## src/rtl/alu_pkg.sv

```systemverilog
// ---------------------------------------------------------------------------
// alu_pkg
// Shared definitions for the sequential MiniMIPS ALU (alu_seq) and its
// iterative multiply core (alu_mult_iter).
//   OP_*     : 3-bit operation select encodings
//   state_t  : FSM state encoding for alu_seq (ST_IDLE / ST_MUL / ST_DONE)
// ---------------------------------------------------------------------------
package alu_pkg;

   localparam logic [2:0] OP_AND  = 3'b000;
   localparam logic [2:0] OP_ADD  = 3'b001;
   localparam logic [2:0] OP_SUB  = 3'b010;
   localparam logic [2:0] OP_XOR  = 3'b011;
   localparam logic [2:0] OP_NOR  = 3'b100;
   localparam logic [2:0] OP_OR   = 3'b101;
   localparam logic [2:0] OP_SLT  = 3'b110;
   localparam logic [2:0] OP_MULT = 3'b111;

   typedef enum logic [1:0] {
      ST_IDLE = 2'b00,
      ST_MUL  = 2'b01,
      ST_DONE = 2'b10
   } state_t;

endpackage

```

## src/rtl/alu_mult_iter.sv

```systemverilog
// ---------------------------------------------------------------------------
// alu_mult_iter
// Unsigned shift-add multiplier, one partial-product step per clock.
// A start pulse loads the operands; WIDTH steps later done is high and prod
// holds a*b. done stays high until the next start.
// Ports:
//   clk    in   1          rising-edge clock
//   reset  in   1          synchronous, active-high reset
//   start  in   1          load a/b and restart the iteration
//   a      in   WIDTH      multiplicand (unsigned)
//   b      in   WIDTH      multiplier (unsigned)
//   done   out  1          WIDTH steps completed since the last start
//   prod   out  2*WIDTH    unsigned product
// ---------------------------------------------------------------------------
module alu_mult_iter #(
   parameter int WIDTH = 32
) (
   input  logic                 clk,
   input  logic                 reset,
   input  logic                 start,
   input  logic [WIDTH-1:0]     a,
   input  logic [WIDTH-1:0]     b,
   output logic                 done,
   output logic [2*WIDTH-1:0]   prod
);

   localparam int CNT_W = $clog2(WIDTH) + 1;
   localparam logic [CNT_W-1:0] LAST = CNT_W'(WIDTH);

   logic [WIDTH-1:0] mcand;
   logic [WIDTH-1:0] acc_hi;
   logic [WIDTH-1:0] acc_lo;   // multiplier bits shift out as product bits shift in
   logic [CNT_W-1:0] count;
   logic [WIDTH:0]   sum;      // WIDTH+1-bit accumulator keeps the carry of each step

   assign sum = {1'b0, acc_hi} + (acc_lo[0] ? {1'b0, mcand} : '0);

   // NOTE: sequential state is written with non-blocking assignments only, so
   // every register in the block samples the values from before the edge.
   always_ff @(posedge clk) begin
      if (reset) begin
         mcand  <= '0;
         acc_hi <= '0;
         acc_lo <= '0;
         count  <= '0;
      end else if (start) begin
         mcand  <= a;
         acc_hi <= '0;
         acc_lo <= b;
         count  <= '0;
      end else if (count != LAST) begin
         // Shift {sum, acc_lo} right by one: the new product bit enters acc_lo.
         acc_hi <= sum[WIDTH:1];
         acc_lo <= {sum[0], acc_lo[WIDTH-1:1]};
         count  <= count + CNT_W'(1);
      end
   end

   // Steps taken after reset without a start only shift zeros and are never observed.
   assign done = (count == LAST);
   assign prod = {acc_hi, acc_lo};

endmodule

```

## src/rtl/alu_seq.sv

```systemverilog
// ---------------------------------------------------------------------------
// alu_seq
// Handshaked sequential MiniMIPS ALU. Logic/arithmetic ops complete one cycle
// after accept; MULT runs on alu_mult_iter and completes WIDTH+1 cycles after
// accept. Results are held until the consumer takes them.
// Optional feature macro: ALU_MULT_HI_EN adds result_hi (high half of the
// signed MULT product, 0 for other ops).
// Ports:
//   clk        in   1      rising-edge clock
//   reset      in   1      synchronous, active-high reset
//   in_valid   in   1      operands/select valid
//   in_ready   out  1      op can be accepted this cycle
//   value1     in   WIDTH  operand A (signed)
//   value2     in   WIDTH  operand B (signed)
//   select     in   3      operation select (see alu_pkg OP_*)
//   out_valid  out  1      result valid, held until out_ready
//   out_ready  in   1      consumer accepts result
//   result     out  WIDTH  registered result
//   busy       out  1      multiply in progress
//   result_hi  out  WIDTH  (ALU_MULT_HI_EN only) high half of MULT product
// ---------------------------------------------------------------------------
module alu_seq #(
   parameter int WIDTH = 32
) (
   input  logic              clk,
   input  logic              reset,
   input  logic              in_valid,
   output logic              in_ready,
   input  logic [WIDTH-1:0]  value1,
   input  logic [WIDTH-1:0]  value2,
   input  logic [2:0]        select,
   output logic              out_valid,
   input  logic              out_ready,
   output logic [WIDTH-1:0]  result,
   output logic              busy
`ifdef ALU_MULT_HI_EN
   ,
   output logic [WIDTH-1:0]  result_hi
`endif
);

   import alu_pkg::*;

   state_t             state;
   logic               neg;          // product sign, latched at MULT accept
   logic               accept;
   logic               mul_start;
   logic               mul_done;
   logic [2*WIDTH-1:0] prod;
   logic [WIDTH-1:0]   alu_out;
   logic [WIDTH-1:0]   mul_lo;
   logic [WIDTH:0]     ext1, ext2, mag1, mag2;
   logic [1:0]         unused_mag_msb;

   assign in_ready  = (state == ST_IDLE) | ((state == ST_DONE) & out_ready);
   assign accept    = in_valid & in_ready;
   assign mul_start = accept & (select == OP_MULT);

   // Magnitudes are formed in WIDTH+1 bits so the most-negative operand has a
   // representable absolute value; its top bit is always 0 afterwards.
   assign ext1 = {value1[WIDTH-1], value1};
   assign ext2 = {value2[WIDTH-1], value2};
   assign mag1 = ext1[WIDTH] ? -ext1 : ext1;
   assign mag2 = ext2[WIDTH] ? -ext2 : ext2;
   assign unused_mag_msb = {mag1[WIDTH], mag2[WIDTH]};

   // NOTE: every output of a combinational block gets a default first, so no
   // select value can leave it unassigned and infer a latch.
   always_comb begin
      alu_out = '0;
      case (select)
         OP_AND:  alu_out = value1 & value2;
         OP_ADD:  alu_out = value1 + value2;
         OP_SUB:  alu_out = value1 - value2;
         OP_XOR:  alu_out = value1 ^ value2;
         OP_NOR:  alu_out = ~(value1 | value2);
         OP_OR:   alu_out = value1 | value2;
         OP_SLT:  alu_out = {{(WIDTH-1){1'b0}}, ($signed(value1) < $signed(value2))};
         default: alu_out = '0;   // MULT result comes from the iterative core
      endcase
   end

   alu_mult_iter #(.WIDTH(WIDTH)) u_mult (
      .clk   (clk),
      .reset (reset),
      .start (mul_start),
      .a     (mag1[WIDTH-1:0]),
      .b     (mag2[WIDTH-1:0]),
      .done  (mul_done),
      .prod  (prod)
   );

`ifdef ALU_MULT_HI_EN
   logic [2*WIDTH-1:0] prod_s;
   logic [WIDTH-1:0]   mul_hi;
   assign prod_s = neg ? -prod : prod;
   assign mul_lo = prod_s[WIDTH-1:0];
   assign mul_hi = prod_s[2*WIDTH-1:WIDTH];
`else
   // Low half of a negated product equals the negated low half, so only the
   // low WIDTH bits are sign-corrected and the high half is dropped.
   logic [WIDTH-1:0] unused_prod_hi;
   assign mul_lo         = neg ? -prod[WIDTH-1:0] : prod[WIDTH-1:0];
   assign unused_prod_hi = prod[2*WIDTH-1:WIDTH];
`endif

   always_ff @(posedge clk) begin
      if (reset) begin
         state     <= ST_IDLE;
         out_valid <= 1'b0;
         result    <= '0;
         busy      <= 1'b0;
         neg       <= 1'b0;
`ifdef ALU_MULT_HI_EN
         result_hi <= '0;
`endif
      end else begin
         case (state)
            // DONE with out_ready behaves like IDLE, giving back-to-back issue.
            ST_IDLE, ST_DONE: begin
               if (accept) begin
                  if (select == OP_MULT) begin
                     state     <= ST_MUL;
                     busy      <= 1'b1;
                     out_valid <= 1'b0;
                     neg       <= value1[WIDTH-1] ^ value2[WIDTH-1];
                  end else begin
                     state     <= ST_DONE;
                     out_valid <= 1'b1;
                     result    <= alu_out;
`ifdef ALU_MULT_HI_EN
                     result_hi <= '0;
`endif
                  end
               end else if ((state == ST_DONE) && out_ready) begin
                  state     <= ST_IDLE;
                  out_valid <= 1'b0;
               end
            end
            ST_MUL: begin
               if (mul_done) begin
                  state     <= ST_DONE;
                  busy      <= 1'b0;
                  out_valid <= 1'b1;
                  result    <= mul_lo;
`ifdef ALU_MULT_HI_EN
                  result_hi <= mul_hi;
`endif
               end
            end
            default: state <= ST_IDLE;
         endcase
      end
   end

endmodule

```

## config.mk

```make
export PLATFORM = sky130hd
export DESIGN_NAME = alu_seq
export DESIGN_NICKNAME = d
export VERILOG_FILES = /design/src/rtl/alu_pkg.sv /design/src/rtl/alu_mult_iter.sv /design/src/rtl/alu_seq.sv
export SDC_FILE = /design/constraint.sdc
export NUM_CORES = 1
export LEC_CHECK = 0
export CAP_MARGIN = 20
export CELL_PAD_IN_SITES_DETAIL_PLACEMENT = 1
export CELL_PAD_IN_SITES_GLOBAL_PLACEMENT = 1
export CORE_UTILIZATION = 40
export CTS_CLUSTER_SIZE = 14
export DETAILED_ROUTE_END_ITERATION = 6
export PLACE_DENSITY_LB_ADDON = 0.1
export SLEW_MARGIN = 25
export SYNTH_ARGS = -nofsm -noshare
export SYNTH_HDL_FRONTEND = slang
export SYNTH_SLANG_ARGS = --single-unit
```

## constraint.sdc

```tcl
create_clock -name clk -period 9.71 [get_ports clk]
set_input_delay 1.4565 -clock clk [delete_from_list [all_inputs] [get_ports clk]]
set_output_delay 1.4565 -clock clk [all_outputs]
set_load 0.005 [all_outputs]
```

==> results of run 1 <==
==> cell type report <==
| class | count | area (um^2) |
|---|---|---|
| fill | 4376 | 18650 |
| clock inverter | 13 | 157.7 |
| timing repair buffer | 130 | 1226 |
| multi-input combinational | 1584 | 10620 |
| tap | 455 | 569.3 |
| sequential | 139 | 2783 |
| inverter | 120 | 450.4 |
| clock buffer | 19 | 432.9 |
==> registers in the layout (all words and copies together) (netlist names) <==
register       flops
result            32
u_mult.acc_lo     32
u_mult.count       6
out_valid          1
state              2
u_mult.acc_hi     32
neg                1
busy               1
u_mult.mcand      32
==> per-stage QoR <==
| step | setup WS, ps | instance area (um^2) | total power [uW] |
|---|---|---|---|
| after global placement | 3619 | 15640 | 1228 |
| after floorplan | 5615 | 14310 | 989.6 |
| after detailed placement | 3664 | 15650 | 1237 |
| final | 3800 | 16240 | 1937 |
| after global routing | 3819 | 16240 | 2017 |
| after CTS | 4100 | 16240 | 1933 |
==> cell usage after synthesis, types with 7 or more instances <==
master / number
sky130_fd_sc_hd__nand2_1: 225
sky130_fd_sc_hd__nor2_1: 184
sky130_fd_sc_hd__a21oi_1: 163
sky130_fd_sc_hd__ha_1: 145
sky130_fd_sc_hd__dfxtp_1: 139
sky130_fd_sc_hd__inv_1: 118
sky130_fd_sc_hd__clkbuf_1: 108
sky130_fd_sc_hd__o21ai_0: 104
sky130_fd_sc_hd__xnor2_1: 96
sky130_fd_sc_hd__a211oi_1: 45
sky130_fd_sc_hd__a311oi_1: 39
sky130_fd_sc_hd__nand3_1: 39
sky130_fd_sc_hd__nor3_1: 39
sky130_fd_sc_hd__o31ai_1: 39
sky130_fd_sc_hd__and2_1: 36
sky130_fd_sc_hd__xor2_1: 27
sky130_fd_sc_hd__mux2i_1: 26
sky130_fd_sc_hd__o221ai_1: 26
sky130_fd_sc_hd__o22ai_1: 25
sky130_fd_sc_hd__a21o_1: 24
sky130_fd_sc_hd__o21bai_1: 24
sky130_fd_sc_hd__nand2b_1: 20
sky130_fd_sc_hd__o41ai_1: 20
sky130_fd_sc_hd__nand4_1: 19
sky130_fd_sc_hd__a31oi_1: 16
sky130_fd_sc_hd__o211ai_1: 16
sky130_fd_sc_hd__nor4_1: 15
sky130_fd_sc_hd__or3_1: 15
sky130_fd_sc_hd__buf_1: 14
sky130_fd_sc_hd__mux2_2: 12
sky130_fd_sc_hd__a221oi_1: 10
sky130_fd_sc_hd__nor2b_1: 10
sky130_fd_sc_hd__and3_1: 9
sky130_fd_sc_hd__o21a_1: 8
sky130_fd_sc_hd__or4_1: 8
sky130_fd_sc_hd__a221o_1: 7
sky130_fd_sc_hd__a222oi_1: 7
==> layer usage <==
layer | wire length, um | vias to the layer above
li1 | - | 7179
met1 | 28040 | 7582
met2 | 25750 | 559
met3 | 4411 | 91
met4 | 1757 | 2
met5 | 10 | -
==> worst min-delay path by stage <==
stage	slack, ps	endpoint
global placement	440	u_mult.mcand[22]
finish	460	u_mult.mcand[22]
global route	480	busy
CTS	460	result[4]
detailed placement	450	result[4]
floorplan	430	u_mult.mcand[22]
==> critical path, stage by stage <==
cell and delay [ps]:
sky130_fd_sc_hd__clkdlybuf4s50_1 450, sky130_fd_sc_hd__buf_4 350, sky130_fd_sc_hd__clkinv_1 730, sky130_fd_sc_hd__nor2_1 1090
sky130_fd_sc_hd__nand2_1 930, sky130_fd_sc_hd__o221ai_1 470, sky130_fd_sc_hd__a222oi_1 270, sky130_fd_sc_hd__o221ai_1 260
sky130_fd_sc_hd__o21ai_0 120, sky130_fd_sc_hd__nor2_1 120
==> where the power goes <==
group	total (uW)	internal (uW)	switching (uW)
clock network	691	386	305
logic	626	228	397
registers	620	595	25.1
==> kinds of logic (layout without fill, tap and decap cells) <==
kind of cell / Yosys count / in the layout / synth area share [%]
AO/OA/AOI/OAI: 632 / 632 / 29.90
XOR/XNOR: 123 / 123 / 7.528
adder cells (fa/ha/maj): 148 / 148 / 13.10
buffers and inverters: 246 / 282 / 6.488
flip-flops: 139 / 139 / 19.45
multiplexers: 38 / 38 / 2.763
AND/OR/NAND/NOR: 643 / 643 / 20.77
==> report_table.html, run 1 <==
<table>
<tr><th>Metric</th><th>Value</th></tr>
<tr><th colspan="2">Clock tree</th></tr>
<tr><td>CTS tree</td><td>done</td></tr>
<tr><td>Post-CTS Setup Inserts</td><td>0</td></tr>
<tr><td>Number of hold buffers added after cts</td><td>0</td></tr>
<tr><td>Reg clk slew, reported paths</td><td>70 ps</td></tr>
<tr><td>Insertion delay to the later sink of the worst-skew pair</td><td>450 ps</td></tr>
<tr><td>Maximum number of buffers from clock root to sink</td><td>2</td></tr>
<tr><td>Count of H-tree levels built during CTS</td><td>4</td></tr>
<tr><td>Number of instances resized during post-cts repair</td><td>0</td></tr>
<tr><td>Root buffer cell</td><td>sky130_fd_sc_hd__clkbuf_16</td></tr>
<tr><td>Inserted Clock Buffers</td><td>17</td></tr>
<tr><td>CTS Sinks</td><td>139</td></tr>
<tr><th colspan="2">Setup path</th></tr>
<tr><td>Critical Path Start</td><td>select[1]</td></tr>
<tr><td>Critical Path End Type</td><td>flip-flop</td></tr>
<tr><td>Flop2flop setup slack</td><td>5420 ps</td></tr>
<tr><td>Worst setup path endpoint</td><td>result[10]</td></tr>
<tr><td>Required time worst endpoint</td><td>10070 ps</td></tr>
<tr><td>Kind of launch point of the worst setup path</td><td>input pin</td></tr>
<tr><td>Reg2reg path depth</td><td>15</td></tr>
<tr><td>Critical R2R Launch</td><td>u_mult.acc_lo[0]</td></tr>
<tr><td>Arrival time at the worst endpoint</td><td>6270 ps</td></tr>
<tr><td>Crit Path Max Fanout</td><td>22</td></tr>
<tr><td>Capture instance of the worst register-to-register path</td><td>u_mult.acc_hi[27]</td></tr>
<tr><td>Kind of critical path</td><td>in2reg</td></tr>
<tr><th colspan="2">Finish</th></tr>
<tr><td>Antenna diode instance count</td><td>0</td></tr>
<tr><td>Commonest cells after routing, fill and taps aside</td><td>sky130_fd_sc_hd__nand2_1 (224), sky130_fd_sc_hd__nor2_1 (182), sky130_fd_sc_hd__a21oi_1 (163)</td></tr>
<tr><td>Layout Cells excl Fill</td><td>2460</td></tr>
<tr><td>Area overhead of the layout relative to synthesis</td><td>13.46%</td></tr>
<tr><td>Fraction of final layout cells with drive strength greater than 1</td><td>4.888%</td></tr>
<tr><td>Utilization of the core after routing</td><td>46.55%</td></tr>
<tr><td>Total Nets Final</td><td>2211</td></tr>
<tr><td>Most common library cell in the layout ignoring fill and taps</td><td>sky130_fd_sc_hd__nand2_1</td></tr>
<tr><th colspan="2">Outcome</th></tr>
<tr><td>Run status</td><td>complete, no violations</td></tr>
<tr><th colspan="2">Logic synthesis</th></tr>
<tr><td>Post-synth cell types</td><td>78</td></tr>
<tr><td>Net count after synthesis</td><td>2188</td></tr>
<tr><td>Seq cells post-synth</td><td>139</td></tr>
<tr><td>Share of flip-flops with an asynchronous set or reset after synthesis</td><td>0%</td></tr>
<tr><td>Synthesized area</td><td>14310 um^2</td></tr>
<tr><td>Synth top area share</td><td>19.45%</td></tr>
<tr><td>Post-Synthesis Mean Instance Area</td><td>7.268 um^2</td></tr>
<tr><td>Leading post-synthesis cells by cell area</td><td>sky130_fd_sc_hd__dfxtp_1 (19%), sky130_fd_sc_hd__ha_1 (13%), sky130_fd_sc_hd__nand2_1 (5.9%)</td></tr>
<tr><td>Most used flip-flop cell after synthesis</td><td>sky130_fd_sc_hd__dfxtp_1</td></tr>
<tr><td>Cell count after synthesis</td><td>1969</td></tr>
<tr><td>Number of warnings printed during yosys synthesis</td><td>0</td></tr>
<tr><td>Share of the yosys chip area belonging to registers</td><td>19.45%</td></tr>
<tr><td>Post-synth EDFFs</td><td>0</td></tr>
<tr><td>Cell type contributing the most total cell area after synthesis</td><td>sky130_fd_sc_hd__dfxtp_1</td></tr>
<tr><th colspan="2">STA</th></tr>
<tr><td>Highest attainable clock frequency</td><td>169.2 MHz</td></tr>
<tr><td>Worst Hold Slack</td><td>456.0 ps</td></tr>
<tr><td>Clock tree skew after final layout</td><td>11.92 ps</td></tr>
<tr><td>Setup TNS</td><td>0 ps</td></tr>
<tr><td>Max-Slew Margin vs Limit</td><td>27.48%</td></tr>
<tr><td>Final min period</td><td>5910 ps</td></tr>
<tr><td>Least-Margin Pin Slew</td><td>1084 ps</td></tr>
<tr><td>Slew Limit Fails</td><td>0</td></tr>
<tr><td>RSZ-0062 raised after global routing</td><td>no</td></tr>
<tr><td>Fin. Hold Viols</td><td>0</td></tr>
<tr><td>Number of setup violations in the final report</td><td>0</td></tr>
<tr><td>Share of the clock period used by the worst path after layout</td><td>60.86%</td></tr>
<tr><th colspan="2">Placed design</th></tr>
<tr><td>Quantity of I/O buffers inserted on ports</td><td>105</td></tr>
<tr><td>Post-DP HPWL</td><td>44920 um</td></tr>
<tr><td>Placed Cells incl. Taps</td><td>2428</td></tr>
<tr><td>Global placer's final weighted congestion</td><td>0.9643</td></tr>
<tr><th colspan="2">Global route</th></tr>
<tr><td>M2 GR Usage</td><td>49.62%</td></tr>
<tr><td>Number of antenna violations at the first check in global routing</td><td>1</td></tr>
<tr><td>Met3 Usage GRT</td><td>6.058%</td></tr>
<tr><td>First-pass GRT wire length</td><td>91490 um</td></tr>
<tr><td>Pin count of the biggest net entering global routing</td><td>68</td></tr>
<tr><td>Routing usage on met1</td><td>45.93%</td></tr>
<tr><td>Most utilized layer in the global route result</td><td>met2</td></tr>
<tr><td>Global-route usage over all layers</td><td>32.67%</td></tr>
<tr><td>Via count of the first global-routing pass</td><td>15090</td></tr>
<tr><td>Final global-route overflow total</td><td>0</td></tr>
<tr><th colspan="2">Floorplanning</th></tr>
<tr><td>Standard cell core area</td><td>34880 um^2</td></tr>
<tr><td>Effective utilization at floorplan</td><td>41.02%</td></tr>
<tr><td>Full die area</td><td>36530 um^2</td></tr>
<tr><td>Die Y</td><td>191.1 um</td></tr>
<tr><td>Number of rows in the core area</td><td>68</td></tr>
<tr><td>Die boundary width</td><td>191.1 um</td></tr>
<tr><td>Total I/O pin count</td><td>106</td></tr>
<tr><th colspan="2">Detailed routing</th></tr>
<tr><td>Vias per cell</td><td>6.265</td></tr>
<tr><td>Post-route ant nets</td><td>0</td></tr>
<tr><td>Vias</td><td>15410</td></tr>
<tr><td>Final routed DRC violation total</td><td>0</td></tr>
<tr><td>Wire length after detailed routing</td><td>59970 um</td></tr>
<tr><td>Post-DR wirelength/cell</td><td>24.38 um</td></tr>
<tr><td>TritonRoute pass-1 iters</td><td>5</td></tr>
<tr><td>Initial detailed-routing violation count</td><td>1189</td></tr>
<tr><th colspan="2">Hold path</th></tr>
<tr><td>Depth of the worst hold-timing path</td><td>2</td></tr>
<tr><td>Class of the tightest hold or removal check</td><td>reg2reg</td></tr>
<tr><td>Start point of the worst hold path</td><td>u_mult.mcand[22]</td></tr>
<tr><th colspan="2">Power and ir drop</th></tr>
<tr><td>Leakage dissipation</td><td>0.006450 uW</td></tr>
<tr><td>Worst vdd ir</td><td>101.0 uV</td></tr>
<tr><td>Power density over the cells</td><td>119.3 nW/um^2</td></tr>
<tr><th colspan="2">Flow run</th></tr>
<tr><td>Total of max-cap violations</td><td>0</td></tr>
</table>
No activity file was read; power rests on OpenSTA's default activity.
==> run 2, diff against run 1 <==
==> constraint.sdc (replaced) <==
create_clock -name clk -period 6.1 [get_ports clk]
set_input_delay 0.915 -clock clk [delete_from_list [all_inputs] [get_ports clk]]
set_output_delay 0.915 -clock clk [all_outputs]
set_load 0.005 [all_outputs]
==> report_table.html, run 2 (synthesized netlist as in run 1, its figures left out) <==
<table>
<tr><th>Metric</th><th>Value</th></tr>
<tr><th colspan="2">Global route</th></tr>
<tr><td>Final global-route overflow total</td><td>0</td></tr>
<tr><td>Global-route usage over all layers</td><td>32.74%</td></tr>
<tr><td>Met3 Usage GRT</td><td>4.186%</td></tr>
<tr><td>Via count of the first global-routing pass</td><td>15190</td></tr>
<tr><td>Most utilized layer in the global route result</td><td>met2</td></tr>
<tr><td>Routing usage on met1</td><td>46.66%</td></tr>
<tr><td>Number of antenna violations at the first check in global routing</td><td>0</td></tr>
<tr><td>M2 GR Usage</td><td>51.60%</td></tr>
<tr><td>Pin count of the biggest net entering global routing</td><td>86</td></tr>
<tr><td>First-pass GRT wire length</td><td>91210 um</td></tr>
<tr><th colspan="2">Detailed routing</th></tr>
<tr><td>Vias per cell</td><td>6.269</td></tr>
<tr><td>Wire length after detailed routing</td><td>59530 um</td></tr>
<tr><td>Post-route ant nets</td><td>0</td></tr>
<tr><td>Initial detailed-routing violation count</td><td>1220</td></tr>
<tr><td>Post-DR wirelength/cell</td><td>24.14 um</td></tr>
<tr><td>Final routed DRC violation total</td><td>0</td></tr>
<tr><td>Vias</td><td>15460</td></tr>
<tr><td>TritonRoute pass-1 iters</td><td>5</td></tr>
<tr><th colspan="2">STA</th></tr>
<tr><td>Fin. Hold Viols</td><td>0</td></tr>
<tr><td>RSZ-0062 raised after global routing</td><td>no</td></tr>
<tr><td>Highest attainable clock frequency</td><td>212.5 MHz</td></tr>
<tr><td>Slew Limit Fails</td><td>0</td></tr>
<tr><td>Setup TNS</td><td>0 ps</td></tr>
<tr><td>Max-Slew Margin vs Limit</td><td>38.04%</td></tr>
<tr><td>Clock tree skew after final layout</td><td>15.92 ps</td></tr>
<tr><td>Worst Hold Slack</td><td>452.1 ps</td></tr>
<tr><td>Share of the clock period used by the worst path after layout</td><td>77.13%</td></tr>
<tr><td>Least-Margin Pin Slew</td><td>929.4 ps</td></tr>
<tr><td>Final min period</td><td>4705 ps</td></tr>
<tr><td>Number of setup violations in the final report</td><td>0</td></tr>
<tr><th colspan="2">Setup path</th></tr>
<tr><td>Required time worst endpoint</td><td>6420 ps</td></tr>
<tr><td>Critical path's most frequent cell</td><td>sky130_fd_sc_hd__o221ai_1</td></tr>
<tr><td>Kind of launch point of the worst setup path</td><td>input pin</td></tr>
<tr><td>Family with the most delay on the worst path</td><td>compound AO/OA/AOI/OAI gates</td></tr>
<tr><td>Peak per-stage delay on the critical path</td><td>620 ps</td></tr>
<tr><td>Cell type of the slowest stage on the worst timing path</td><td>sky130_fd_sc_hd__clkdlybuf4s50_1</td></tr>
<tr><td>Kind of critical path</td><td>in2reg</td></tr>
<tr><td>Reg2reg path depth</td><td>15</td></tr>
<tr><td>Critical Path End Type</td><td>flip-flop</td></tr>
<tr><td>Arrival time at the worst endpoint</td><td>5030 ps</td></tr>
<tr><td>Critical R2R Launch</td><td>u_mult.acc_lo[0]</td></tr>
<tr><td>Flop2flop setup slack</td><td>1570 ps</td></tr>
<tr><td>Capture instance of the worst register-to-register path</td><td>u_mult.acc_hi[27]</td></tr>
<tr><td>Cell Chain, Critical Path</td><td>clkdlybuf4s50_1 &gt; inv_1 &gt; ha_1 &gt; nor3_1 &gt; a2111oi_2 &gt; nand3_1 &gt; nand4_1 &gt; a21oi_1 &gt; nor4_1 &gt; o221ai_1 &gt; a222oi_1 &gt; o221ai_1 &gt; nor3b_1</td></tr>
<tr><td>Bufs and invs on worst path</td><td>2</td></tr>
<tr><td>Crit Path Max Fanout</td><td>10</td></tr>
<tr><th colspan="2">Power and ir drop</th></tr>
<tr><td>Power density over the cells</td><td>185.0 nW/um^2</td></tr>
<tr><td>Leakage dissipation</td><td>0.006458 uW</td></tr>
<tr><td>Worst vdd ir</td><td>224.7 uV</td></tr>
<tr><td>Total Power</td><td>3006 uW</td></tr>
<tr><th colspan="2">Finish</th></tr>
<tr><td>Antenna diode instance count</td><td>0</td></tr>
<tr><td>Layout Cells excl Fill</td><td>2466</td></tr>
<tr><td>Most common library cell in the layout ignoring fill and taps</td><td>sky130_fd_sc_hd__nand2_1</td></tr>
<tr><td>Commonest cells after routing, fill and taps aside</td><td>sky130_fd_sc_hd__nand2_1 (225), sky130_fd_sc_hd__nor2_1 (182), sky130_fd_sc_hd__a21oi_1 (163)</td></tr>
<tr><td>Final standard cell area without fillers</td><td>16250 um^2</td></tr>
<tr><td>Area overhead of the layout relative to synthesis</td><td>13.58%</td></tr>
<tr><td>Total Nets Final</td><td>2217</td></tr>
<tr><td>Fraction of final layout cells with drive strength greater than 1</td><td>5.172%</td></tr>
<tr><th colspan="2">Clock tree</th></tr>
<tr><td>Root buffer cell</td><td>sky130_fd_sc_hd__clkbuf_16</td></tr>
<tr><td>Number of instances resized during post-cts repair</td><td>0</td></tr>
<tr><td>Reg clk slew, reported paths</td><td>60 ps</td></tr>
<tr><td>Count of H-tree levels built during CTS</td><td>4</td></tr>
<tr><td>CTS tree</td><td>done</td></tr>
<tr><td>Post-CTS Setup Inserts</td><td>0</td></tr>
<tr><td>Inserted Clock Buffers</td><td>17</td></tr>
<tr><td>CTS Sinks</td><td>139</td></tr>
<tr><td>Maximum number of buffers from clock root to sink</td><td>2</td></tr>
<tr><td>Insertion delay to the later sink of the worst-skew pair</td><td>450 ps</td></tr>
<tr><td>Number of hold buffers added after cts</td><td>0</td></tr>
<tr><th colspan="2">Outcome</th></tr>
<tr><td>Run status</td><td>complete, no violations</td></tr>
<tr><th colspan="2">Floorplanning</th></tr>
<tr><td>Effective utilization at floorplan</td><td>41.02%</td></tr>
<tr><td>Die boundary width</td><td>191.1 um</td></tr>
<tr><td>Total I/O pin count</td><td>106</td></tr>
<tr><td>Number of rows in the core area</td><td>68</td></tr>
<tr><td>Full die area</td><td>36530 um^2</td></tr>
<tr><td>Die Y</td><td>191.1 um</td></tr>
<tr><td>Standard cell core area</td><td>34880 um^2</td></tr>
<tr><th colspan="2">Flow run</th></tr>
<tr><td>Total of max-cap violations</td><td>0</td></tr>
<tr><th colspan="2">Placed design</th></tr>
<tr><td>Quantity of I/O buffers inserted on ports</td><td>105</td></tr>
<tr><td>Cell area after placement</td><td>15690 um^2</td></tr>
<tr><td>Post-DP HPWL</td><td>45530 um</td></tr>
<tr><td>Placed Cells incl. Taps</td><td>2434</td></tr>
<tr><td>Global placer's final weighted congestion</td><td>0.9584</td></tr>
<tr><th colspan="2">Hold path</th></tr>
<tr><td>Min-Delay Endpoint</td><td>result[4]</td></tr>
<tr><td>Class of the tightest hold or removal check</td><td>reg2reg</td></tr>
<tr><td>Start point of the worst hold path</td><td>result[4]</td></tr>
<tr><td>Depth of the worst hold-timing path</td><td>2</td></tr>
</table>
run 2: changes by cell type in the layout (fill, tap and decap cells not counted), sizes merged:
cell      before  now
buf           28   34
clkbuf        19   20
bufinv         2    1
clkinvlp       3    5
clkinv         4    6
inv          124  120
run 2: how the worst max path moves through the flow:
| stage | slack [ps] | from | depth (start not counted) | endpoint |
|---|---|---|---|---|
| after floorplan | 2550 | value2[2] | 13 | result[27] |
| after global placement | 1110 | value2[3] | 13 | result[21] |
| after detailed placement | 1060 | value2[3] | 13 | result[21] |
| after CTS | 1510 | value2[3] | 13 | result[21] |
| after global routing | 1180 | u_mult.acc_lo[0] | 15 | u_mult.acc_hi[27] |
| final | 1390 | value2[3] | 13 | result[21] |
run 2: cell type report:
| cell class | count | area [um^2] |
|---|---|---|
| clock inverter | 12 | 116.4 |
| tap | 455 | 569.3 |
| multi-input combinational | 1584 | 10620 |
| inverter | 120 | 450.4 |
| timing repair buffer | 136 | 1271 |
| fill | 4396 | 18630 |
| sequential | 139 | 2784 |
| clock buffer | 20 | 446.7 |
run 2: per-stage QoR:
| step | setup WS, ps | utilization, % |
|---|---|---|
| 5_1_grt | 1183 | 46.59 |
| 4_1_cts | 1513 | 46.59 |
| 3_5_place_dp | 1056 | 44.97 |
| 3_3_place_gp | 1112 | 44.97 |
| 2_1_floorplan | 2547 | - |
| 6_report | 1395 | 46.59 |
run 2: tightest hold or removal path, cell delays in order, from the launching register on:
cell and delay (ps):
sky130_fd_sc_hd__dfxtp_1 310, sky130_fd_sc_hd__nand2_1 50, sky130_fd_sc_hd__a21oi_1 50
run 2: power by group:
group / switching [uW] / internal [uW]
registers: 40.0 / 948
clock network: 449 / 574
logic: 629 / 366
run 2: routing by layer:
metal / share of wire (%) / up-vias
li1: - / 7194
met1: 48 / 7683
met2: 44 / 503
met3: 6.1 / 79
met4: 2.0 / 0
met5: 0 / -
==> run 3, diff against run 2 <==
==> constraint.sdc (replaced) <==
create_clock -name clk -period 4 [get_ports clk]
set_input_delay 0.6 -clock clk [delete_from_list [all_inputs] [get_ports clk]]
set_output_delay 0.6 -clock clk [all_outputs]
set_load 0.005 [all_outputs]
==> report_table.html, run 3 (synthesized netlist as in run 1, its figures left out) <==
<table>
<tr><th>Metric</th><th>Value</th></tr>
<tr><th colspan="2">Global route</th></tr>
<tr><td>Via count of the first global-routing pass</td><td>16140</td></tr>
<tr><td>Global-route usage over all layers</td><td>34.24%</td></tr>
<tr><td>Pin count of the biggest net entering global routing</td><td>68</td></tr>
<tr><td>Final global-route overflow total</td><td>0</td></tr>
<tr><td>Number of antenna violations at the first check in global routing</td><td>2</td></tr>
<tr><td>First-pass GRT wire length</td><td>95790 um</td></tr>
<tr><th colspan="2">Setup path</th></tr>
<tr><td>Arrival time at the worst endpoint</td><td>4240 ps</td></tr>
<tr><td>Critical Path End Type</td><td>flip-flop</td></tr>
<tr><td>Kind of launch point of the worst setup path</td><td>input pin</td></tr>
<tr><td>Cell type of the slowest stage on the worst timing path</td><td>sky130_fd_sc_hd__a222oi_1</td></tr>
<tr><td>Cell Chain, Critical Path</td><td>clkdlybuf4s50_1 &gt; inv_1 &gt; ha_1 &gt; buf_4 &gt; nand2_1 &gt; o221ai_2 &gt; a41oi_2 &gt; o31ai_1 &gt; nand3_1 &gt; o21ba_2 &gt; a221o_1 &gt; a222oi_1 &gt; buf_4 &gt; o22ai_1 &gt; o21a_1</td></tr>
<tr><td>Peak per-stage delay on the critical path</td><td>520 ps</td></tr>
<tr><td>Bufs and invs on worst path</td><td>4</td></tr>
<tr><td>Kind of critical path</td><td>in2reg</td></tr>
<tr><td>Critical path's most frequent cell</td><td>sky130_fd_sc_hd__buf_4</td></tr>
<tr><td>Required time worst endpoint</td><td>4330 ps</td></tr>
<tr><td>Family with the most delay on the worst path</td><td>compound AO/OA/AOI/OAI gates</td></tr>
<tr><td>Crit Path Max Fanout</td><td>5</td></tr>
<tr><th colspan="2">Clock tree</th></tr>
<tr><td>Root buffer cell</td><td>sky130_fd_sc_hd__clkbuf_16</td></tr>
<tr><td>CTS Sinks</td><td>139</td></tr>
<tr><td>Reg clk slew, reported paths</td><td>60 ps</td></tr>
<tr><td>Insertion delay to the later sink of the worst-skew pair</td><td>440 ps</td></tr>
<tr><td>Post-CTS Setup Inserts</td><td>0</td></tr>
<tr><td>Maximum number of buffers from clock root to sink</td><td>2</td></tr>
<tr><td>CTS tree</td><td>done</td></tr>
<tr><td>Number of hold buffers added after cts</td><td>0</td></tr>
<tr><td>Count of H-tree levels built during CTS</td><td>4</td></tr>
<tr><td>Inserted Clock Buffers</td><td>17</td></tr>
<tr><th colspan="2">Floorplanning</th></tr>
<tr><td>Standard cell core area</td><td>34880 um^2</td></tr>
<tr><td>Die Y</td><td>191.1 um</td></tr>
<tr><td>Die boundary width</td><td>191.1 um</td></tr>
<tr><td>Number of rows in the core area</td><td>68</td></tr>
<tr><td>Effective utilization at floorplan</td><td>41.02%</td></tr>
<tr><td>Total I/O pin count</td><td>106</td></tr>
<tr><td>Full die area</td><td>36530 um^2</td></tr>
<tr><th colspan="2">Finish</th></tr>
<tr><td>Most common library cell in the layout ignoring fill and taps</td><td>sky130_fd_sc_hd__nand2_1</td></tr>
<tr><td>Utilization of the core after routing</td><td>50.93%</td></tr>
<tr><td>Commonest cells after routing, fill and taps aside</td><td>sky130_fd_sc_hd__nand2_1 (225), sky130_fd_sc_hd__buf_4 (214), sky130_fd_sc_hd__nor2_1 (182)</td></tr>
<tr><td>Fraction of final layout cells with drive strength greater than 1</td><td>13.58%</td></tr>
<tr><td>Sequential cell area</td><td>2784 um^2</td></tr>
<tr><td>Area overhead of the layout relative to synthesis</td><td>24.16%</td></tr>
<tr><td>Filler cell count</td><td>4372</td></tr>
<tr><td>Total Nets Final</td><td>2400</td></tr>
<tr><td>Layout Cells excl Fill</td><td>2649</td></tr>
<tr><td>Antenna diode instance count</td><td>0</td></tr>
<tr><td>Area of the multi-input gates</td><td>10680 um^2</td></tr>
<tr><th colspan="2">Placed design</th></tr>
<tr><td>Global placer's final weighted congestion</td><td>0.9824</td></tr>
<tr><td>Post-DP HPWL</td><td>49720 um</td></tr>
<tr><td>Quantity of I/O buffers inserted on ports</td><td>105</td></tr>
<tr><td>Placed Cells incl. Taps</td><td>2617</td></tr>
<tr><th colspan="2">Detailed routing</th></tr>
<tr><td>Vias</td><td>16330</td></tr>
<tr><td>Wire length after detailed routing</td><td>62950 um</td></tr>
<tr><td>Vias per cell</td><td>6.165</td></tr>
<tr><td>Post-route ant nets</td><td>0</td></tr>
<tr><td>Uppermost layer routed</td><td>met5</td></tr>
<tr><td>Post-DR wirelength/cell</td><td>23.76 um</td></tr>
<tr><td>Detailed-route wire length on metal 1</td><td>29230 um</td></tr>
<tr><td>Met3 routed WL</td><td>4848 um</td></tr>
<tr><td>TritonRoute pass-1 iters</td><td>5</td></tr>
<tr><td>WL met2</td><td>27490 um</td></tr>
<tr><td>Initial detailed-routing violation count</td><td>1514</td></tr>
<tr><td>Final routed DRC violation total</td><td>0</td></tr>
<tr><th colspan="2">Outcome</th></tr>
<tr><td>Run status</td><td>complete, no violations</td></tr>
<tr><th colspan="2">STA</th></tr>
<tr><td>Max-Slew Margin vs Limit</td><td>36.40%</td></tr>
<tr><td>Least-Margin Pin Slew</td><td>950.6 ps</td></tr>
<tr><td>Worst Hold Slack</td><td>451.0 ps</td></tr>
<tr><td>Clock tree skew after final layout</td><td>10.98 ps</td></tr>
<tr><td>Final min period</td><td>3912 ps</td></tr>
<tr><td>RSZ-0062 raised after global routing</td><td>no</td></tr>
<tr><td>Slew Limit Fails</td><td>0</td></tr>
<tr><td>Share of the clock period used by the worst path after layout</td><td>97.79%</td></tr>
<tr><td>Highest attainable clock frequency</td><td>255.7 MHz</td></tr>
<tr><td>Fin. Hold Viols</td><td>0</td></tr>
<tr><td>Number of setup violations in the final report</td><td>0</td></tr>
<tr><th colspan="2">Power and ir drop</th></tr>
<tr><td>Worst vdd ir</td><td>282.4 uV</td></tr>
<tr><td>Leakage dissipation</td><td>0.007385 uW</td></tr>
<tr><td>Total Power</td><td>4947 uW</td></tr>
<tr><td>Power density over the cells</td><td>278.4 nW/um^2</td></tr>
<tr><th colspan="2">Flow run</th></tr>
<tr><td>Total of max-cap violations</td><td>0</td></tr>
<tr><th colspan="2">Hold path</th></tr>
<tr><td>Class of the tightest hold or removal check</td><td>reg2reg</td></tr>
</table>
run 3: cell types whose count changed in the layout (fill, tap and decap cells not counted), moves of 2 or more:
cell / change
sky130_fd_sc_hd__buf_4: +182
sky130_fd_sc_hd__clkbuf_8: +3
sky130_fd_sc_hd__a211oi_1: -2
sky130_fd_sc_hd__a211oi_2: +2
sky130_fd_sc_hd__bufinv_16: +2
sky130_fd_sc_hd__clkinv_4: -2
sky130_fd_sc_hd__inv_6: -2
run 3: final timing paths:
path                    start  slack, ps  depth (start not counted)                end
max                 value1[7]         90                         15         result[15]
min           u_mult.mcand[0]        450                          2    u_mult.mcand[0]
max reg2reg  u_mult.acc_lo[0]        300                         14  u_mult.acc_hi[27]
min reg2reg   u_mult.mcand[0]        450                          2    u_mult.mcand[0]
run 3: where the power goes:
part	total (uW)	internal [uW]	switching [uW]
Sequential	1510	1450	63.9
Clock	1700	1050	651
Combinational	1740	722	1020
run 3: repair_timing:
action,in CTS,in global routing
pin swaps,0,2
resized for setup,2,11
endpoints found under the setup margin,2,9
run 3: area by class of cell:
class | instances | share of cell area [%]
clock buffers | 22 | 2.725
inverters | 120 | 2.535
clock inverters | 10 | 0.7817
flip-flops and latches | 139 | 15.67
well taps | 455 | 3.204
repair buffers | 319 | 14.96
multi-input cells | 1584 | 60.13
run 3: routing by layer:
metal	vias to the layer above	GRT usage, %
met4	2	9.615
met2	647	53.00
met1	8046	49.21
met5	-	0
met3	78	4.314
li1	7559	-
run 3: tightest hold or removal path: stages, from the launching register on:
cell                      delay [ps]
sky130_fd_sc_hd__dfxtp_1         300
sky130_fd_sc_hd__nand2_1          50
sky130_fd_sc_hd__a21oi_1          50
run 3: metrics by stage:
stage | area [um^2] | setup TNS, ps | setup slack (ps)
finish | 17770 | 0 | 88.40
global route | 17770 | 0 | 9.121
CTS | 17710 | 0 | 60.46
detailed placement | 17080 | -2606 | -318.0
global placement | 17080 | -1009 | -234.1
floorplan | 14310 | 0 | 518.7
==> edit: new RTL, config.mk and constraints of run 3 <==
Re-encode `state_t` (3 states) as one-hot, 3 bits wide.
--- a/src/rtl/alu_pkg.sv
+++ b/src/rtl/alu_pkg.sv
@@ -16,10 +16,10 @@
    localparam logic [2:0] OP_SLT  = 3'b110;
    localparam logic [2:0] OP_MULT = 3'b111;
 
-   typedef enum logic [1:0] {
-      ST_IDLE = 2'b00,
-      ST_MUL  = 2'b01,
-      ST_DONE = 2'b10
+   typedef enum logic [2:0] {
+      ST_IDLE = 3'b001,
+      ST_MUL  = 3'b010,
+      ST_DONE = 3'b100
    } state_t;
 
 endpackage
Function: same outputs for any inputs over 4 cycles, from zero or initial values and one cycle with reset high; so few cycles prove little.
==> edit against run 3 <==
The run now ends with design-rule violations left; synthesized area is 1.7% higher; total power is 2.0% lower; worst setup slack improved by 0.012 ns; cell area up 1.1%; fmax up 0.30%; sequential cell count rose by 1; routed wire length increased by 2.4%; largest cell class unchanged; largest power group unchanged.
==> edit: results (changes against run 3) <==
worstReg2RegEnd: "u_mult.acc_hi[25]"
gp_congestion: 0.964  # -1.9%
drive_gt1_share_pct: 13.3  # -0.29 points
status: "finished, violations left"
ys_top_cells_by_area: "dfxtp_1, ha_1, a21oi_1, nand2_1, xnor2_1"
seq_area_frac_synth_pct: 19.3  # -0.19 points
max_freq_mhz: 256  # +0.30%
avgRoutedWirePerCell_um: 23.8  # about the same
wl_met2_um: 28100  # +2.1%
totalWireLength_um: 64400  # +2.4%
violations: "design-rule violations"
dp_slack_ns: -0.305  # +0.0126 ns
multiInputGateArea_um2: 10800  # +1.5%
fillers: 4476  # +2.4%
layout.nets: 2455  # +2.3%
clkSinkCount: 140  # +0.72%
seq_share_pct: 15.6  # -0.069 points
grt_max_degree: 69  # +1.5%
nClkBuffers: 20  # -9.1%
synth_cell_type_count: 75  # -3.8%
synth.net_count: 2243  # +2.5%
drc: 4  # +4
ys_top_cells_by_count: "nand2_1, nor2_1, a21oi_1, ha_1, dfxtp_1"
inverters: 121  # +0.83%
maxSlewHeadroom_pct: 39.6  # +3.2 points
crit_end: "result[26]"
grt_pass1_vias: 16300  # +0.79%
nonClockBufferCount: 321  # +0.63%
p_leak_nw: 7.56  # +2.4%
min-delay-start: "u_mult.mcand[13]"
syn_inst: 2024  # +2.8%
slowest_stage: "clkdlybuf4s50_1"
wl_met3_um: 4560  # -5.9%
synth_area_per_cell_um2: 7.19  # -1.1%
cpPeakStageDelay_ns: 0.56  # +0.04 ns
finClkSkew_ns: 0.0114  # +0.000439 ns
grt_use_met2_pct: 53.7  # +0.73 points
multi_input_cells: 1635  # +3.2%
placed_cells: 2678  # +2.3%
cts_resized: 0  # -2
drt_first_pass_iters: 7  # +2
via_per_inst: 6.07  # -1.6%
regToRegSetupSlack_ns: 0.38  # +0.08 ns
## edit: cell count changes after synthesis, sizes merged, moves of 6 or more
cell,delta
a211o,+7
a21oi,+23
nand2b,+6
nand4,-6
nor2,+14
o21ai,+19
o21bai,-11
o221ai,-11
o22ai,+6
or2,+9
xnor2,-10
## edit: worst min-delay path, delay by kind of cell (launching register included)
kind             cells  cell delay (ns)
AO/OA/AOI/OAI        1             0.05
flip-flops           1             0.30
AND/OR/NAND/NOR      1             0.05
## edit: power by group
group          internal, mW  switching (mW)
Sequential             1.45          0.0623
Clock                 0.940           0.667
Combinational         0.715            1.01
Total                  3.11            1.74
## edit: kinds of logic after synthesis
| logic type | after synthesis | share of synthesized area [%] |
|---|---|---|
| adder cells (fa/ha/maj) | 148 | 12.9 |
| buffers and inverters | 249 | 6.48 |
| XOR/XNOR | 110 | 6.62 |
| multiplexers | 39 | 2.78 |
| flip-flops | 140 | 19.3 |
| AO/OA/AOI/OAI | 666 | 30.5 |
| AND/OR/NAND/NOR | 672 | 21.5 |
